`config.mk`:
```
export PLATFORM = sky130hd
export DESIGN_NAME = rx_bcast_fifo
export DESIGN_NICKNAME = d
export VERILOG_FILES = /design/src/rtl/rx_bcast_fifo.sv
export SDC_FILE = /design/constraint.sdc
export NUM_CORES = 1
export LEC_CHECK = 0
export CORE_ASPECT_RATIO = 1.4
export CORE_MARGIN = 4
export CORE_UTILIZATION = 54
export DETAILED_ROUTE_END_ITERATION = 16
export PLACE_DENSITY_LB_ADDON = 0.3
export SLEW_MARGIN = 20
export SYNTH_ARGS = -nofsm -noshare
export SYNTH_HDL_FRONTEND = slang
export SYNTH_SLANG_ARGS = --single-unit
```
`constraint.sdc`:
```
create_clock -name clk -period 12.6 [get_ports clk]
set_input_delay 2.52 -clock clk [delete_from_list [all_inputs] [get_ports clk]]
set_output_delay 2.52 -clock clk [all_outputs]
set_load 0.05 [all_outputs]
```
`src/rtl/rx_bcast_fifo.sv`:
```
// Receive FIFO broadcasting each stored character to two independent readers,
// with in-band XON/XOFF handling, local flow requests and sticky error flags.
module rx_bcast_fifo #(
  parameter int            DW        = 8,
  parameter int            AW        = 3,
  parameter int            HI_WM     = (2**AW) - 2,
  parameter int            LO_WM     = 2,
  parameter logic [DW-1:0] XON_CHAR  = 8'h11,
  parameter logic [DW-1:0] XOFF_CHAR = 8'h13
) (
  input  logic          clk,
  input  logic          reset,
  input  logic [DW-1:0] rx_data,
  input  logic          rx_valid,
  input  logic          rx_parity_err,
  input  logic          rx_frame_err,
  input  logic          rx_overrun_err,
  output logic          rx_ack,
  output logic [DW-1:0] a_data,
  output logic          a_valid,
  input  logic          a_ready,
  output logic [DW-1:0] b_data,
  output logic          b_valid,
  input  logic          b_ready,
  output logic [DW-1:0] flow_char,
  output logic          flow_valid,
  input  logic          flow_ready,
  output logic          remote_xon,
  output logic [AW:0]   count,
  output logic          full,
  input  logic          err_clr,
  output logic [3:0]    led
);

  localparam int          DEPTH   = 2**AW;
  localparam logic [AW:0] DEPTH_C = (AW+1)'(DEPTH);
  localparam logic [AW:0] HI_WM_C = (AW+1)'(HI_WM);
  localparam logic [AW:0] LO_WM_C = (AW+1)'(LO_WM);

  typedef enum logic [1:0] {IDLE, SEND_XOFF, PAUSED, SEND_XON} flow_state_t;

  logic [DW-1:0] mem_r [DEPTH];
  logic [AW:0]   wp_r, ra_r, rb_r;
  logic          remote_xon_r;
  logic          rx_ack_r;
  logic [3:0]    led_r;
  flow_state_t   state_r;
  logic          flow_valid_r;
  logic [DW-1:0] flow_char_r;

  logic [AW:0]   occ_a_s, occ_b_s, count_s;
  logic          full_s, a_valid_s, b_valid_s, rd_a_s, rd_b_s;
  logic          is_xon_s, is_xoff_s, data_char_s, wr_s, ovf_s;

  function automatic logic [AW:0] max_occ(input logic [AW:0] x, input logic [AW:0] y);
    if (x > y) begin
      return x;
    end else begin
      return y;
    end
  endfunction

  // Occupancy, handshakes and character classification from pre-edge state
  always_comb begin
    occ_a_s     = wp_r - ra_r;
    occ_b_s     = wp_r - rb_r;
    count_s     = max_occ(occ_a_s, occ_b_s);
    full_s      = (count_s == DEPTH_C);
    a_valid_s   = (occ_a_s != {(AW+1){1'b0}});
    b_valid_s   = (occ_b_s != {(AW+1){1'b0}}) & remote_xon_r;
    rd_a_s      = a_valid_s & a_ready;
    rd_b_s      = b_valid_s & b_ready;
    is_xon_s    = rx_valid & ~rx_parity_err & (rx_data == XON_CHAR);
    is_xoff_s   = rx_valid & ~rx_parity_err & (rx_data == XOFF_CHAR);
    data_char_s = rx_valid & ~rx_parity_err & ~is_xon_s & ~is_xoff_s;
    wr_s        = data_char_s & ~full_s;
    ovf_s       = data_char_s & full_s;
  end

  // Character storage; cleared on reset so the read ports present zero
  always_ff @(posedge clk or posedge reset) begin
    if (reset) begin
      for (int i = 0; i < DEPTH; i++) begin
        mem_r[i] <= {DW{1'b0}};
      end
    end else if (wr_s) begin
      mem_r[wp_r[AW-1:0]] <= rx_data;
    end
  end

  // Pointers, receiver acknowledge, remote flow state and sticky flags
  always_ff @(posedge clk or posedge reset) begin
    if (reset) begin
      wp_r         <= {(AW+1){1'b0}};
      ra_r         <= {(AW+1){1'b0}};
      rb_r         <= {(AW+1){1'b0}};
      rx_ack_r     <= 1'b0;
      remote_xon_r <= 1'b1;
      led_r        <= 4'b0000;
    end else begin
      rx_ack_r <= rx_valid;
      if (wr_s) begin
        wp_r <= wp_r + {{AW{1'b0}}, 1'b1};
      end
      if (rd_a_s) begin
        ra_r <= ra_r + {{AW{1'b0}}, 1'b1};
      end
      if (rd_b_s) begin
        rb_r <= rb_r + {{AW{1'b0}}, 1'b1};
      end
      if (is_xoff_s) begin
        remote_xon_r <= 1'b0;
      end else if (is_xon_s) begin
        remote_xon_r <= 1'b1;
      end
      // New error events override a clear arriving in the same cycle
      led_r <= (err_clr ? 4'b0000 : led_r)
             | {ovf_s, rx_valid & rx_frame_err, rx_valid & rx_parity_err, rx_valid & rx_overrun_err};
    end
  end

  // Local XON/XOFF request; a raised request is held until the transmitter takes it
  always_ff @(posedge clk or posedge reset) begin
    if (reset) begin
      state_r      <= IDLE;
      flow_valid_r <= 1'b0;
      flow_char_r  <= {DW{1'b0}};
    end else begin
      case (state_r)
        IDLE: begin
          if (count_s >= HI_WM_C) begin
            state_r      <= SEND_XOFF;
            flow_valid_r <= 1'b1;
            flow_char_r  <= XOFF_CHAR;
          end
        end
        SEND_XOFF: begin
          if (flow_ready) begin
            state_r      <= PAUSED;
            flow_valid_r <= 1'b0;
            flow_char_r  <= {DW{1'b0}};
          end
        end
        PAUSED: begin
          if (count_s <= LO_WM_C) begin
            state_r      <= SEND_XON;
            flow_valid_r <= 1'b1;
            flow_char_r  <= XON_CHAR;
          end
        end
        SEND_XON: begin
          if (flow_ready) begin
            state_r      <= IDLE;
            flow_valid_r <= 1'b0;
            flow_char_r  <= {DW{1'b0}};
          end
        end
        default: begin
          state_r      <= IDLE;
          flow_valid_r <= 1'b0;
          flow_char_r  <= {DW{1'b0}};
        end
      endcase
    end
  end

  assign a_data     = mem_r[ra_r[AW-1:0]];
  assign b_data     = mem_r[rb_r[AW-1:0]];
  assign a_valid    = a_valid_s;
  assign b_valid    = b_valid_s;
  assign count      = count_s;
  assign full       = full_s;
  assign rx_ack     = rx_ack_r;
  assign remote_xon = remote_xon_r;
  assign led        = led_r;
  assign flow_valid = flow_valid_r;
  assign flow_char  = flow_char_r;

endmodule
```
==> results.json <==
{
  "crit_chain": "inv_1 -> ha_1 -> a21o_1 -> a31oi_1 -> xnor2_1 -> inv_1 -> ha_1 -> and3_1 -> a221oi_2 -> a21oi_2 -> mux2i_1 -> inv_1 -> nor4_1 -> clkdlybuf4s50_1",
  "synth_edf_count": 0,
  "drv_slew": 0,
  "r2r_cells": 15,
  "hp-start": "ra_r[3]",
  "holdPathStages": 1,
  "dpl.hpwl_um": 7150,
  "yosys.area.top_type": "dfrtp_1",
  "antenna_cells": 0,
  "synth.most_common_cell": "dfrtp_1",
  "die_w_um": 88.9,
  "crit_arrival_ns": 5.08,
  "r2r_slack_ns": 7.38,
  "clk_path_buf_depth": 2,
  "gp_congestion": 0.791,
  "antenna_found_initial": 0,
  "yosysWarnings": 0,
  "area_growth_pct": 17.4,
  "placed_area_um2": 5480,
  "finalSetupViolCount": 0,
  "r2r-end": "mem_r[52]",
  "grt_pass1_wl_um": 17200,
  "ys_seq_area_share_pct": 44.0,
  "end_kind": "primary output",
  "avgSynthCellArea_um2": 13.1,
  "cts.repair.resized": 0,
  "core_um2": 8980,
  "cp_slowest_stage_delay_ns": 0.96,
  "fillers": 677,
  "fin_setup_tns_ns": 0,
  "die_y_um": 121,
  "synth_cells": 378,
  "wl_per_cell_um": 19.8,
  "drc": 0,
  "synthFlopType": "dfrtp_1",
  "hold_class": "register to register",
  "synth_seq_cells": 87,
  "crit_fanout": 20,
  "rsz0062_at_grt": "false",
  "gr-total-overflow": 0,
  "viasPerCell": 5.93,
  "fp-row-count": 41,
  "final_hold_viol_count": 0,
  "cp.required_ns": 10.08,
  "wirelength_um": 10600,
  "synthTopCellsByCount": "dfrtp_1, mux2_2, nand2_1",
  "synth.area.top_cells": "dfrtp_1, mux2_2, mux4_2",
  "numPortBuffers": 50,
  "synthDistinctLibCells": 55,
  "start_util_pct": 55.1,
  "vias": 3178,
  "post-cts-setup-buffers": 0,
  "critPathKind": "register to primary output",
  "netlist.area_leader.share_pct": 43.5,
  "boundaryPins": 56,
  "firstDrtPassIters": 4,
  "clk_pin_slew_ns": 0.06,
  "synth_area_um2": 4950,
  "clock_latency_ns": 0.34,
  "cts_hold_buf": 0,
  "drive_gt1_share_pct": 30.8,
  "grt_pass1_vias": 3331,
  "finalInstanceArea_um2": 5810,
  "relSlewSlack_pct": 36.6,
  "start_kind": "register",
  "status": "complete, no violations",
  "multi_input_area_um2": 2550,
  "cts.sinks": 87,
  "r2r-start": "rb_r[1]",
  "max_cap_viol_count": 0,
  "finalCritPeriodShare_pct": 60.3,
  "nets": 461,
  "clockRootBuffer": "clkbuf_16",
  "cp_common_cell": "inv_1",
  "async_flop_share_pct": 100,
  "cts_made_buffers": 9,
  "cp_slowest_cell": "dfrtp_1",
  "max_freq_ghz": 0.132,
  "track_usage_pct": 21.7,
  "cts_tree": "done",
  "seqCellArea_um2": 2180,
  "min_period_ns": 7.60,
  "fin_skew_ns": 0.00573,
  "grt_start_max_net_pins": 88,
  "worst_pin_slew_ns": 0.951,
  "ant_nets": 0,
  "htreeDepth": 3,
  "whs_endpoint": "ra_r[3]",
  "dieArea_um2": 10800,
  "first_iter_violations": 136
}
[worst max path at each step]
stage            to  slack, ns     from
5_1_grt        full       4.63  rb_r[1]
3_5_place_dp   full       5.30  rb_r[1]
3_3_place_gp   full       5.51  rb_r[1]
6_report       full       5.00  rb_r[1]
2_1_floorplan  full       4.97  rb_r[1]
4_1_cts        full       4.92  rb_r[1]
[area by class of cell]
type                       instances  area share (%)
multi-input combinational        248            43.9
sequential                        87            37.5
timing repair buffer              53            9.06
clock buffer                      13            4.48
tap                              107            2.30
inverter                          25            1.64
clock inverter                     3            1.12
[per-stage QoR]
step | std cells | utilization, % | hold WS [ns] | setup WS, ns
after floorplan | 382 | - | 0.462 | 4.97
after global placement | 520 | 61.1 | 0.481 | 5.51
after detailed placement | 520 | 61.1 | 0.484 | 5.30
after CTS | 536 | 64.7 | 0.495 | 4.92
after global routing | 536 | 64.8 | 0.499 | 4.63
final | 536 | 64.8 | 0.490 | 5.00
[registers in the layout, indices dropped and copies added, names as in the netlist]
signal      flops
remote_xon      1
ra_r            4
mem_r          64
led             4
rx_ack          1
rb_r            4
flow_char       2
flow_valid      1
state_r         2
wp_r            4
[cell families after synthesis]
kind of cell | Yosys count | synth area share, %
flip-flops | 87 | 44.0
other | 1 | 0.0757
XOR/XNOR | 16 | 2.83
AND/OR/NAND/NOR | 81 | 8.62
buffers and inverters | 47 | 4.73
adder cells (fa/ha/maj) | 19 | 5.10
AO/OA/AOI/OAI | 23 | 3.74
multiplexers | 104 | 30.9
[per-layer routing]
| layer | part of all wire, % | track usage [%] |
|---|---|---|
| met5 | 0 | 0 |
| met1 | 40 | 25.4 |
| met2 | 54 | 38.8 |
| met3 | 3.2 | 3.53 |
| met4 | 2.4 | 8.22 |
[worst max-delay path: cells and delay by family (launching register included)]
family                   cells  cell delay (ns)
buffers and inverters        4             1.29
flip-flops                   1             0.96
AO/OA/AOI/OAI                4             0.71
AND/OR/NAND/NOR              2             0.61
adder cells (fa/ha/maj)      2             0.55
multiplexers                 1             0.41
XOR/XNOR                     1             0.22
[cells in the final DEF, fill, tap and decap left out, drive strengths merged, types with 3 or more instances in the layout]
cell and instances:
a21o 3, buf 3, clkbuf 13, clkdlybuf4s50 50, clkinv 3, conb 5, dfrtp 86, ha 17
inv 23, mux2 68, mux2i 4, mux4 32, nand2 56, nand4 3, nor2 4, o21ai 5
xnor2 12, xor2 4
Power is left out: the tool's default activity adds up to more than one toggle a clock period on the data nets, which glitch-free logic cannot reach.
